`src/rtl/ahb_crypt_slave.sv`:
```
// ahb_crypt_slave: AHB-Lite register slave feeding a cipher core through input/output FIFOs
module ahb_crypt_fifo #(
  parameter int W = 64,
  parameter int D = 4
) (
  input  logic                   clk,
  input  logic                   rst,
  input  logic                   clr,
  input  logic                   push,
  input  logic                   pop,
  input  logic [W-1:0]           wdata,
  output logic [W-1:0]           rdata,
  output logic [$clog2(D+1)-1:0] count,
  output logic                   full,
  output logic                   empty
);
  localparam int AW = $clog2(D);
  localparam int CW = $clog2(D + 1);
  logic [W-1:0] mem [D];
  logic [AW-1:0] wp, rp;
  always_ff @(posedge clk) if (push) mem[wp] <= wdata;
  always_ff @(posedge clk)
    if (rst || clr) begin
      wp <= '0;
      rp <= '0;
      count <= '0;
    end else begin
      wp <= wp + AW'(push);
      rp <= rp + AW'(pop);
      count <= count + CW'(push) - CW'(pop);
    end
  assign rdata = mem[rp];
  assign full = (count == CW'(D));
  assign empty = (count == '0);
endmodule

module ahb_crypt_slave #(
  parameter int DATA_W = 64,
  parameter int IN_DEPTH = 4,
  parameter int OUT_DEPTH = 4
) (
  input  logic              HCLK,
  input  logic              HRESET,
  input  logic              HSEL,
  input  logic [31:0]       HADDR,
  input  logic [1:0]        HTRANS,
  input  logic              HWRITE,
  input  logic [2:0]        HSIZE,
  input  logic [DATA_W-1:0] HWDATA,
  input  logic              HREADY,
  output logic [DATA_W-1:0] HRDATA,
  output logic              HREADYOUT,
  output logic              HRESP,
  output logic              enc_dec,
  output logic [DATA_W-1:0] key1,
  output logic [DATA_W-1:0] key2,
  output logic [DATA_W-1:0] key3,
  output logic              key_load,
  output logic              core_in_valid,
  input  logic              core_in_ready,
  output logic [DATA_W-1:0] core_in_data,
  input  logic              core_out_valid,
  output logic              core_out_ready,
  input  logic [DATA_W-1:0] core_out_data
);
  localparam int ICW = $clog2(IN_DEPTH + 1);
  localparam int OCW = $clog2(OUT_DEPTH + 1);
  typedef enum logic {S_OK, S_ERR} state_t;
  state_t state, state_nx;
  logic ph_valid, ph_write;
  logic [4:0] ph_reg;
  logic [ICW-1:0] in_cnt;
  logic [OCW-1:0] out_cnt;
  logic in_full, in_empty, out_full, out_empty, underflow;
  logic [DATA_W-1:0] out_head;
  logic wr, rd, wr_ctrl, wr_key, wr_din, rd_dout, clr;
  logic in_push, in_pop, out_push, out_pop, err_hit;
  logic [18:0] status;
  logic unused;
  assign unused = ^{HSIZE, HADDR[31:15], HADDR[9:0], HTRANS[0]};
  assign wr = ph_valid & ph_write;
  assign rd = ph_valid & ~ph_write;
  assign wr_ctrl = wr & (ph_reg == 5'd0);
  assign wr_key = wr & (ph_reg inside {5'd1, 5'd2, 5'd3});
  assign wr_din = wr & (ph_reg == 5'd4);
  // the second cycle of an ERROR response must not re-evaluate the FIFO state
  assign rd_dout = rd & (ph_reg == 5'd5) & (state == S_OK);
  assign clr = wr_ctrl & HWDATA[1];
  assign in_pop = core_in_valid & core_in_ready;
  assign in_push = wr_din & (~in_full | in_pop);
  assign out_push = core_out_valid & core_out_ready;
  assign out_pop = rd_dout & ~out_empty;
  assign err_hit = rd_dout & out_empty;
  assign core_in_valid = ~in_empty;
  assign core_out_ready = ~out_full;
  assign status = {underflow, out_empty, in_full, 8'(out_cnt), 8'(in_cnt)};
  assign HRDATA = out_pop ? out_head
                : (rd & (ph_reg == 5'd6)) ? DATA_W'(status)
                : (rd & (ph_reg == 5'd0)) ? DATA_W'(enc_dec) : '0;
  always_ff @(posedge HCLK) state <= HRESET ? S_OK : state_nx;
  always_comb begin
    state_nx = err_hit ? S_ERR : S_OK;
    HRESP = (state == S_ERR) | err_hit;
    HREADYOUT = ~err_hit & ~(wr_din & in_full & ~in_pop);
  end
  always_ff @(posedge HCLK)
    if (HRESET) begin
      ph_valid <= 1'b0;
      ph_write <= 1'b0;
      ph_reg <= '0;
      enc_dec <= 1'b0;
      key1 <= '0;
      key2 <= '0;
      key3 <= '0;
      key_load <= 1'b0;
      underflow <= 1'b0;
    end else begin
      if (HREADY) begin
        ph_valid <= HSEL & HTRANS[1];
        ph_write <= HWRITE;
        ph_reg <= HADDR[14:10];
      end
      if (wr_ctrl) enc_dec <= HWDATA[0];
      if (wr & (ph_reg == 5'd1)) key1 <= HWDATA;
      if (wr & (ph_reg == 5'd2)) key2 <= HWDATA;
      if (wr & (ph_reg == 5'd3)) key3 <= HWDATA;
      key_load <= wr_key;
      underflow <= ~clr & (underflow | err_hit);
    end
  ahb_crypt_fifo #(.W(DATA_W), .D(IN_DEPTH)) u_in (
    .clk(HCLK), .rst(HRESET), .clr(clr), .push(in_push), .pop(in_pop),
    .wdata(HWDATA), .rdata(core_in_data), .count(in_cnt), .full(in_full), .empty(in_empty)
  );
  ahb_crypt_fifo #(.W(DATA_W), .D(OUT_DEPTH)) u_out (
    .clk(HCLK), .rst(HRESET), .clr(clr), .push(out_push), .pop(out_pop),
    .wdata(core_out_data), .rdata(out_head), .count(out_cnt), .full(out_full), .empty(out_empty)
  );
endmodule

```
`config.mk`:
```
export PLATFORM = sky130hd
export DESIGN_NAME = ahb_crypt_slave
export DESIGN_NICKNAME = d
export VERILOG_FILES = /design/src/rtl/ahb_crypt_slave.sv
export SDC_FILE = /design/constraint.sdc
export NUM_CORES = 1
export LEC_CHECK = 0
export CORE_MARGIN = 10
export CORE_UTILIZATION = 30
export CTS_CLUSTER_SIZE = 16
export DETAILED_ROUTE_END_ITERATION = 8
export GPL_ROUTABILITY_DRIVEN = 0
export PLACE_DENSITY = 0.49
export SLEW_MARGIN = 20
export SYNTH_ARGS = -nofsm -noshare
export SYNTH_HDL_FRONTEND = slang
export SYNTH_SLANG_ARGS = --single-unit
export TNS_END_PERCENT = 50
```
`constraint.sdc`:
```
create_clock -name HCLK -period 8.35 [get_ports HCLK]
set_input_delay 1.2525 -clock HCLK [delete_from_list [all_inputs] [get_ports HCLK]]
set_output_delay 1.2525 -clock HCLK [all_outputs]
set_load 0.05 [all_outputs]
```
## Word-level counts from Yosys, hierarchy flattened

Memories as Yosys holds them, arrays and structs flattened. A register that Yosys moved wholly into a read port is not among the register bits.
Index checks and enable logic that the tools add are counted.
W data, S select, Z words.

- Register bits after elaboration: 217
- Latch bits: 0
- Bits in writable memories: 512
- Bits in read-only memories: 0
- Bits of input ports: 172
- Output and inout bits: 326
- Word-level logic and storage cells: 85
- Memories: 2

- $add $sub $neg: 8
- Multiply operators: 0
- Div/mod/pow operators: 0
- Order comparisons: 0
- Equal/unequal tests: 8
- Shifts and indexed selects: 0
- Muxes and demuxes: 10
- Bitwise gates (word level): 36
- Reductions and logical operators: 5

Memories:

| name | words | bits a word | rd ports | clocked after Yosys merged registers in | wr ports | RTL line | text |
|---|---|---|---|---|---|---|---|
| u_in.mem | 4 | 64 | 1 | 1 | 1 | 19 | `logic [W-1:0] mem [D];` |
| u_out.mem | 4 | 64 | 1 | 1 | 1 | 19 |  |

Operators by type and width:

| operator | number |
|---|---|
| $mux W64 | 1 |
| $and A1 B1 Y1 | 23 |
| $mux W19 | 1 |
| $eq A5 B3 Y1 const B | 3 |
| $eq A5 B2 Y1 const B | 2 |
| $not A1 Y1 | 10 |
| $add A2 B1 Y2 | 4 |
| $add A3 B1 Y3 | 2 |
| $eq A3 B3 Y1 const B | 2 |
| $logic_not A3 Y1 | 2 |
| $mux W1 | 6 |
| $sub A3 B1 Y3 | 2 |
| $eq A5 B1 Y1 const B | 1 |
| $logic_not A5 Y1 | 1 |
| $mux W2 | 2 |
| $or A1 B1 Y1 | 3 |
| $reduce_bool A3 Y1 | 1 |
| $logic_or A1 B1 Y1 | 1 |

## Logic depth before layout (Yosys ltp)

- Depth after elaboration: 7
- Gate-level depth with buffers: 11
- Mapped depth without buffers: 10

## By module

A second synthesis with hierarchy kept.

- Cells, all modules: 1565
- Area, all modules: 28024.4 µm²

Modules (own cells, without submodules):

| module | times used | cells an instance | area each (µm²) | seq. area each (µm²) |
|---|---|---|---|---|
| ahb_crypt_fifo | 2 | 368 | 9661.8 | 7827.5 |
| ahb_crypt_slave | 1 | 829 | 8700.8 | 4063.9 |

## Worst setup path before layout

OpenSTA, ideal clock, no wires.

- Kind: in2reg
- From: input port core_in_ready
- To: memory u_in.mem[0][0], enable pin
- Library setup time: 0.565 ns
- Arrival: 6.243 ns
- Data required time: 7.785 ns
- Slack: 1.542 ns
- Cell stages on the path: 3
- Path buffers: 0
- Cells stage by stage: nor4b_1 or4_4 nor3_1

- Word-level cells in the longest chain between the ends: 5

Ends and longest elaborated chain:

| item | RTL line | text |
|---|---|---|
| start: declaration | 60 | `input logic core_in_ready,` |
| $and A1 B1 Y1 | 89 | `assign in_pop = core_in_valid & core_in_ready;` |
| $or A1 B1 Y1 | 90 | `assign in_push = wr_din & (~in_full \| in_pop);` |
| $and A1 B1 Y1 | 90 |  |
| $mux W1 | 21 | `always_ff @(posedge clk) if (push) mem[wp] <= wdata;` |
| $mux W1 (not written as such) | 21 |  |
| end: declaration | 19 |  |

Every way passes these cells.

==> run_results.csv <==
group,metric,value,unit
cts,cts_buffers,84,
synth,synth_warnings,0,
cts,cts.sinks,729,
cts,clk_pin_slew_worst_paths,60,ps
finish,syn_to_final_growth,32.2,%
cts,cts-root-buf,"clkbuf_16",
placed_design,placed_area,0.0338,mm^2
timing,rsz0062_at_grt,"no",
power,seqPwrFrac,44.4,%
placed_design,place_hpwl,51.3,mm
timing,fin_ws,3250,ps
timing,tns,0,ps
synth,async_flop_share,0,%
finish,reg_top3,"u_in.mem: 256 flops, u_out.mem: 256 flops",
finish,fillers,8438,
timing,max_freq,196,MHz
global_route,antenna_found_initial,18,
setup_path,critPathKind,"flop to output port",
power,static-leakage-power,12.1,nW
setup_path,endpoint_kind,"output port",
power,p_sw_share,26.4,%
finish,drive_gt1_share,14.3,%
cts,clock_path_buffers,3,
finish,antenna_cells,0,
die,rows,111,
finish,final_area,0.0367,mm^2
die,die_height,324,um
die,die_x,324,um
routing,drc,0,
die,die-area,0.105,mm^2
timing,min_period,5100,ps
synth,netlist_instances,1651,
routing,vias,15900,
power,share_comb_of_total_power,14.7,%
global_route,grt.total_usage,15.0,%
routing,drt_iter0_drc,1056,
run_status,status,"finished, final reports clean",
die,start_util,30.2,%
setup_path,timing.reg2reg.setup_slack,5120,ps
timing,finalHoldViolations,0,
power,pwr-share-clk,40.9,%
global_route,grt_pass1_vias,17200,
synth,syn-cell-area,0.0278,mm^2
synth,synthesis.nets,1833,
die,pin_count,498,
synth,netlist_top_cells_area,"edfxtp_1, dfxtp_1, mux4_2",
synth,yosys_register_bits,729,
placed_design,dp_slack,3770,ps
timing,finClkSkew,16.7,ps
routing,drtPass1Iterations,5,
timing,slew_viol_final,0,
synth,synth_top_area_share,55.4,%
routing,ant_nets,0,
timing,tightestPinTransition,1030,ps
power,peakVddDrop,0.195,mV
cts,h-tree-depth,3,
synth,synth_edf_count,512,
setup_path,start_kind,"flop",
hold_path,hp-class,"flop to flop",
routing,wire_per_inst,23.4,um
global_route,grt-ovfl-total,0,
routing,drt-total-wl,80.2,mm
global_route,grt_pass1_wl,116,mm
timing,fin_crit_sh,61.0,%
placed_design,io_buffer_count,466,
global_route,grt_start_max_net_pins,113,
power,power_density,254,mW/mm^2
timing,relSlewSlack,31.1,%
synth,yosysSeqAreaShare,71.0,%
synth,syn_area_per_cell,16.8,um^2
routing,vias_per_cell,4.63,
synth,synth_cell_types,47,
cts,clk_latency,650,ps
synth,synth-main-ff-cell,"edfxtp_1",
setup_path,path_max_fanout,40,
power,p_switching,2.45,mW
power,intPower,6.85,mW
synth,yosys.area.top_type,"edfxtp_1",
flow_run,maxCapViolations,0,
setup_path,worstPathArrival,3840,ps
cts,ctsResizeCount,0,
finish,fin_nets,2301,
cts,cts_setup_buffers,0,
timing,setup_viol,0,
setup_path,required,7100,ps
cts,cts_tree,"done",
die,core,0.0918,mm^2
cts,holdBufCountCts,0,
finish,final_util,40.0,%
-- per-layer routing --
layer / wire, um / global-route usage, % / vias up
met3: 8390 / 7.10 / 148
li1: - / - / 7225
met2: 37000 / 23.9 / 457
met5: 213 / 0 / -
met4: 2040 / 4.16 / 32
met1: 32600 / 17.9 / 8043
-- power groups by stage --
stage	Clock (mW)	Combinational [mW]	Sequential, mW
floorplan	0	0.917	4.15
global placement	0	1.39	4.21
detailed placement	0	1.40	4.22
CTS	3.94	1.41	4.14
global route	4.08	1.45	4.15
finish	3.80	1.37	4.13
-- kinds of logic (layout without fill, tap and decap cells) --
| group | Yosys count | after routing | share of synthesized area, % |
|---|---|---|---|
| flops | 729 | 729 | 71.0 |
| simple gates | 377 | 377 | 8.21 |
| mux | 262 | 262 | 15.2 |
| compound gates | 145 | 145 | 2.77 |
| buf+inv | 121 | 660 | 2.03 |
| fa+ha+maj | 10 | 10 | 0.505 |
| xor+xnor | 7 | 7 | 0.221 |
-- final timing paths --
kind,cells past startpoint,from,end
setup / recovery,4,u_out.rp[0]$_SDFF_PP0_,HRDATA[18]
hold / removal,2,key3[7]$_SDFFE_PP0P_,key3[7]$_SDFFE_PP0P_
setup reg to reg,4,ph_reg[4]$_SDFFE_PP0P_,u_in.mem[3][6]$_DFFE_PP_
hold reg to reg,2,key3[7]$_SDFFE_PP0P_,key3[7]$_SDFFE_PP0P_
-- placed cells by master, fill, tap and decap left out, drive strengths merged, types with 2 or more instances in the layout --
cell type      synthesis  routed
edfxtp               512     512
clkdlybuf4s50          0     465
dfxtp                217     217
nand2b               194     194
mux2i                134     134
mux4                 128     128
clkbuf                59     107
nand3                 67      67
a21oi                 67      67
and2                  65      65
o21ai                 65      65
clkinv                 0      30
buf                   53      29
nor2                  17      17
inv                    9      17
bufinv                 0       9
ha                     8       8
a22o                   7       7
xnor2                  6       6
nor3                   6       6
nor3b                  6       6
nand2                  3       3
clkinvlp               0       3
and3                   3       3
nor4b                  2       2
a31oi                  2       2
fa                     2       2
or3b                   2       2
or3                    2       2
or4                    2       2
-- cell usage after synthesis (3+ instances only) --
library cell  instances
buf_6                 7
nand2b_1            194
edfxtp_1            512
o21ai_0              65
nand2_1               3
clkbuf_1             55
nor2_1               17
nor3_1                6
clkbuf_2              4
buf_1                 8
nand3_1              67
a21oi_1              67
ha_1                  8
a22o_1                7
mux2i_1             134
xnor2_1               6
and2_1               65
inv_1                 9
buf_2                36
mux4_2              128
nor3b_1               4
and3_1                3
dfxtp_1             217
-- final cells by class --
class / count / area [um^2] / area share [%]
clock inverters: 50 / 552 / 1.50
inverters: 9 / 33.8 / 0.0921
multi-input cells: 801 / 7570 / 20.6
clock buffers: 107 / 2340 / 6.39
well taps: 1243 / 1560 / 4.24
flip-flops and latches: 729 / 19700 / 53.8
repair buffers: 494 / 4900 / 13.3
-- worst max-delay path, stage by stage, from the launching register on --
cell and delay, ps:
dfxtp_4 950, buf_4 620, mux4_2 580, a22o_1 240, clkdlybuf4s50_1 780
-- through the flow --
stage	total power [mW]	std cells	hold slack, ps
after floorplan	5.07	1651	441
after global placement	5.60	3275	460
after detailed placement	5.62	3276	461
after CTS	9.48	3433	475
after global routing	9.69	3433	487
final	9.30	3433	471
Note: power is estimated with default switching activity, not from simulation.
